[src/rtl/dmem_arb_pkg.sv]
// Shared types and widths for the data-memory arbiter between the processor
// memory stage (P) and the loader/peripheral port (L).
package dmem_arb_pkg;

  localparam int ADDR_W = 12;
  localparam int DATA_W = 32;

  typedef enum logic {
    PROC  = 1'b0,
    FORCE = 1'b1
  } arb_state_e;

endpackage

[src/rtl/dmem_arbiter.sv]
// Arbitrates the single-port dmem between P (priority) and L, forcing one L
// access after MAX_WAIT consecutive denied L cycles. Mux and grant are combinational.
module dmem_arbiter
  import dmem_arb_pkg::*;
#(
  parameter int unsigned MAX_WAIT = 4
) (
  input  logic              clock,
  input  logic              reset,
  input  logic              p_req,
  input  logic              p_wren,
  input  logic [ADDR_W-1:0] p_addr,
  input  logic [DATA_W-1:0] p_data,
  output logic              p_stall,
  output logic [DATA_W-1:0] p_q,
  input  logic              l_req,
  input  logic              l_wren,
  input  logic [ADDR_W-1:0] l_addr,
  input  logic [DATA_W-1:0] l_data,
  output logic              l_gnt,
  output logic [DATA_W-1:0] l_q,
  output logic              l_qvalid,
  output logic [ADDR_W-1:0] address_dmem,
  output logic [DATA_W-1:0] data,
  output logic              wren,
  input  logic [DATA_W-1:0] q_dmem,
  output arb_state_e        dbg_state
);

  localparam int CNT_W = $clog2(MAX_WAIT + 1);

  // L handshake: L holds l_* stable while l_req is high; the access happens in
  // the cycle l_gnt is 1, and read data comes back one cycle later with l_qvalid.
  arb_state_e       state_q;
  logic [CNT_W-1:0] wait_cnt_q;
  logic             l_qvalid_q;

  logic in_force;
  logic p_own;
  logic l_denied;
  logic cnt_hit;

  assign in_force = (state_q == FORCE);
  assign l_gnt    = l_req & (in_force | ~p_req);
  assign p_own    = p_req & ~l_gnt;
  assign p_stall  = in_force & l_req & p_req;
  assign l_denied = l_req & ~l_gnt;
  assign cnt_hit  = (wait_cnt_q == CNT_W'(MAX_WAIT - 1));

  always_comb begin
    address_dmem = '0;
    data         = '0;
    wren         = 1'b0;
    if (l_gnt) begin
      address_dmem = l_addr;
      data         = l_data;
      wren         = l_wren;
    end else if (p_own) begin
      address_dmem = p_addr;
      data         = p_data;
      wren         = p_wren;
    end
  end

  // FORCE lasts exactly one cycle whether or not L still wants the slot.
  always_ff @(posedge clock or posedge reset) begin
    if (reset) begin
      state_q    <= PROC;
      wait_cnt_q <= '0;
      l_qvalid_q <= 1'b0;
    end else begin
      l_qvalid_q <= l_gnt & ~l_wren;
      case (state_q)
        FORCE: begin
          state_q    <= PROC;
          wait_cnt_q <= '0;
        end
        default: begin
          if (l_denied) begin
            wait_cnt_q <= wait_cnt_q + CNT_W'(1);
            if (cnt_hit) state_q <= FORCE;
          end else begin
            wait_cnt_q <= '0;
          end
        end
      endcase
    end
  end

  assign l_qvalid  = l_qvalid_q;
  assign p_q       = q_dmem;
  assign l_q       = q_dmem;
  assign dbg_state = state_q;

endmodule

[config.mk]
export PLATFORM = sky130hd
export DESIGN_NAME = dmem_arbiter
export DESIGN_NICKNAME = d
export VERILOG_FILES = /design/src/rtl/dmem_arb_pkg.sv /design/src/rtl/dmem_arbiter.sv
export SDC_FILE = /design/constraint.sdc
export NUM_CORES = 1
export LEC_CHECK = 0
export CAP_MARGIN = 10
export CORE_AREA = 2 2 93 95
export DETAILED_ROUTE_END_ITERATION = 8
export DIE_AREA = 0 0 95 97
export GPL_TIMING_DRIVEN = 0
export MAX_ROUTING_LAYER = met4
export PLACE_DENSITY = 0.67
export SYNTH_ARGS = -nofsm -noshare
export SYNTH_HDL_FRONTEND = slang
export SYNTH_SLANG_ARGS = --single-unit
export TNS_END_PERCENT = 100
[constraint.sdc]
create_clock -name clock -period 2.39 [get_ports clock]
set_input_delay 0.239 -clock clock [delete_from_list [all_inputs] [get_ports clock]]
set_output_delay 0.239 -clock clock [all_outputs]
set_load 0.1 [all_outputs]
==> summary.md <==
| Metric | Value |
|---|---|
| Drt drc | `0` |
| Root Driver | `clkbuf_8` |
| Final setup viols | `0` |
| Min-delay worst type | `primary input to asynchronous set/reset pin` |
| Hold_buf cts | `0` |
| Sink Count | `5` |
| Mean post-synth cell area | `9.43 sq um` |
| Final Wtd Congestion | `approximately 0.75` |
| Relative slew margins | `0.339` |
| Setup TNS | `0 ps` |
| Drt first pass iters | `4` |
| Pwr Density | `between 400 and 500 nW/um^2` |
| Asr flop ratio synth | `1.00` |
| Worst endpoint required time | `between 2000 and 2500 ps` |
| Max Cap Viol | `0` |
| Tot Pwr | `0.00167 W` |
| Die area | `9220 sq um` |
| Core ar. | `between 8000 and 9000 sq um` |
| Top-count cell post-synth | `buf_4` |
| Vias in the first global route | `~2.0k` |
| Largest net degree at the start of global routing | `11` |
| Die Span X | `95 microns` |
| Tot GR Track Use | `0.129` |
| Layout area overhead | `158%` |
| Kind of critical path | `primary input to primary output` |
| Post-synth EDFFs | `0` |
| Synth cell types | `19` |
| Die H | `a little under 100 microns` |
| Fin crit period | `about 2300 ps` |
| Peak VDD IR | `0.000256 V` |
| Startpoint types | `primary input` |
| Skew-Pair Late Insertion Delay | `230 ps` |
| TritonCTS clock tree | `yes` |
| Initial Util | `0.167` |
| Iteration-0 DRC Markers | `16` |
| LEAKAGE | `between 1.5 and 2 nW` |
| DPL Wire Length | `5470 microns` |
| Clock Skew | `between 4 and 5 ps` |
| First-pass GRT wire length | `9480 microns` |
| Crit-path leading delay family | `buffers and inverters` |
| Clock-pin transition on the worst setup and hold timing paths | `~40 ps` |
| Synth Register Bits | `5` |
| R2R Setup Slk | `about 1400 ps` |
| Mapped Cells | `between 100 and 150` |
| NumNets Final | `between 400 and 500` |
| Post-synth top cells | `buf_4, a32o_2, a32o_1, buf_6, dfrtp_1` |
| Fin util | `0.430` |
| Crit path largest cell delay | `between 500 and 600 ps` |
| Htree depth | `1` |
| F_max | `about 440 MHz` |
| Crit-path slowest cell | `clkdlybuf4s15_2` |
| Num ports | `239` |
| Final count of pins violating max slew | `0` |
| CP Capture Type | `primary output` |
| GRT Residual Overflow | `0` |
| Post-Syn Nets | `272` |
| Filler Cells Inserted | `approximately 800` |
| Fin. Hold Viols | `0` |
| Least-Margin Pin Slew | `approximately 990 ps` |
| Arrival @ worst endpoint | `between 2000 and 2500 ps` |
| Synth warnings | `0` |
| Crit path max fanout | `10` |
| Outcome | `completed` |
| Dominant synthesized flop cell | `dfrtp_1` |
| Per-cell routed wire length | `roughly 14 microns` |
| Synth area leader | `buf_4` |
| Ranking of synthesized cells by area | `buf_4, a32o_2, dfrtp_1` |
| Top cell type's share of synthesized area | `0.354` |
| Syn Std Cell Area | `between 1000 and 1500 sq um` |
| Crit path from | `p_req` |
| Layout cells sized above 1 | `0.490` |
| Initial antenna violation count | `0` |
| Vias | `1,904` |
| Pre-CTS WS | `-533 ps` |
| Final ANT Viol Nets | `0` |
| Crit path cell chain | `clkdlybuf4s50_1 > a21boi_4 > buf_6 > a32o_2 > clkdlybuf4s15_2` |
| # diodes | `0` |
| IO Port Bufs | `205` |
| Sequential-to-total area share from yosys stat | `0.0922` |
| CTS buffer count | `3` |
| Final worst setup slack | `about 95 ps` |
| Reg2reg start | `wait_cnt_q[0]` |
| Post-CTS setup buffers | `0` |
| Clk buf depth | `2` |
| Fin crit share | `0.960` |
| Std cell rows | `33` |
| Crit path buffers/inverters | `3` |
| Final wirelength | `~6400 microns` |
| Via density | `between 4 and 5` |
[routing by layer]
metal  vias to the layer above  global-route usage  wire length, microns  share of wire
li1                        914                   -                     -              -
met2                       132               0.245                  3240           0.51
met4                         0              0.0178                    36         0.0056
met3                         4              0.0304                   722           0.11
met5                         -                   -                     0              0
met1                       854               0.134                  2380           0.37
[final timing paths]
path                                 end  cells after the start
setup / recovery                data[26]                      5
hold / removal             wait_cnt_q[1]                      2
setup reg to reg           wait_cnt_q[2]                      3
hold reg to reg            wait_cnt_q[0]                      1
max in group asynchronous      dbg_state                      2
min in group clock         wait_cnt_q[0]                      1
[cell families after synthesis]
kind of cell             after synthesis  synth area share
AO/OA/AOI/OAI                         46             0.379
adder cells (fa/ha/maj)                2            0.0184
buffers and inverters                 81             0.464
flip-flops                             5            0.0922
AND/OR/NAND/NOR                       10            0.0470
[placed cells by master, fill, tap and decap left out, drive strengths merged]
cell type,Yosys,layout
clkbuf,4,9
inv,2,2
buf,75,96
dlymetal6s2s,0,1
clkdlybuf4s15,0,7
a21boi,1,1
and3,3,3
ha,2,2
clkdlybuf4s18,0,17
a32o,45,45
nand3b,1,1
and2b,1,1
dfrtp,5,5
nand2b,1,1
clkdlybuf4s50,0,158
nor2,2,2
nor3b,1,1
and2,1,1
[worst reg2reg max path: cells and delay by family (launching register included)]
family	cells	cell delay, ps
flops	1	370
simple gates	1	110
fa+ha+maj	2	470
[registers in the layout, indices dropped and copies added (netlist names)]
register,count
wait_cnt_q,3
dbg_state,1
l_qvalid,1
[final cells by class]
cell class,count,area [sq um],share of cell area
clock buffers,4,45.0,0.0129
plain buffers,79,622,0.178
multi-input cells,58,614,0.176
repair buffers,205,1950,0.558
inverters,2,7.51,0.00215
flip-flops and latches,5,126,0.0361
well taps,105,131,0.0375
[report_power, final]
group | total [W] | switching [W] | leakage (nW) | internal, W
registers | 0.0000883 | 0.000000880 | 0.0666 | 0.0000874
logic | 0.00142 | 0.000999 | 1.60 | 0.000423
clock network | 0.000159 | 0.0000445 | 0.0228 | 0.000115
[per-stage QoR]
step           hold WS [ps]  cell area (sq um)  instances
2_1_floorplan          17.5               1370        144
3_3_place_gp            423               3550        454
3_5_place_dp            424               3550        454
4_1_cts                 206               3650        458
5_1_grt                 234               3500        458
6_report                207               3500        458
[what timing repair did]
item / CTS / global route
endpoints found under the hold margin: 0 / 0
endpoints found under the setup margin: 46 / 40
gates resized for setup: 136 / 62
Note: power is estimated with default switching activity, not from simulation.
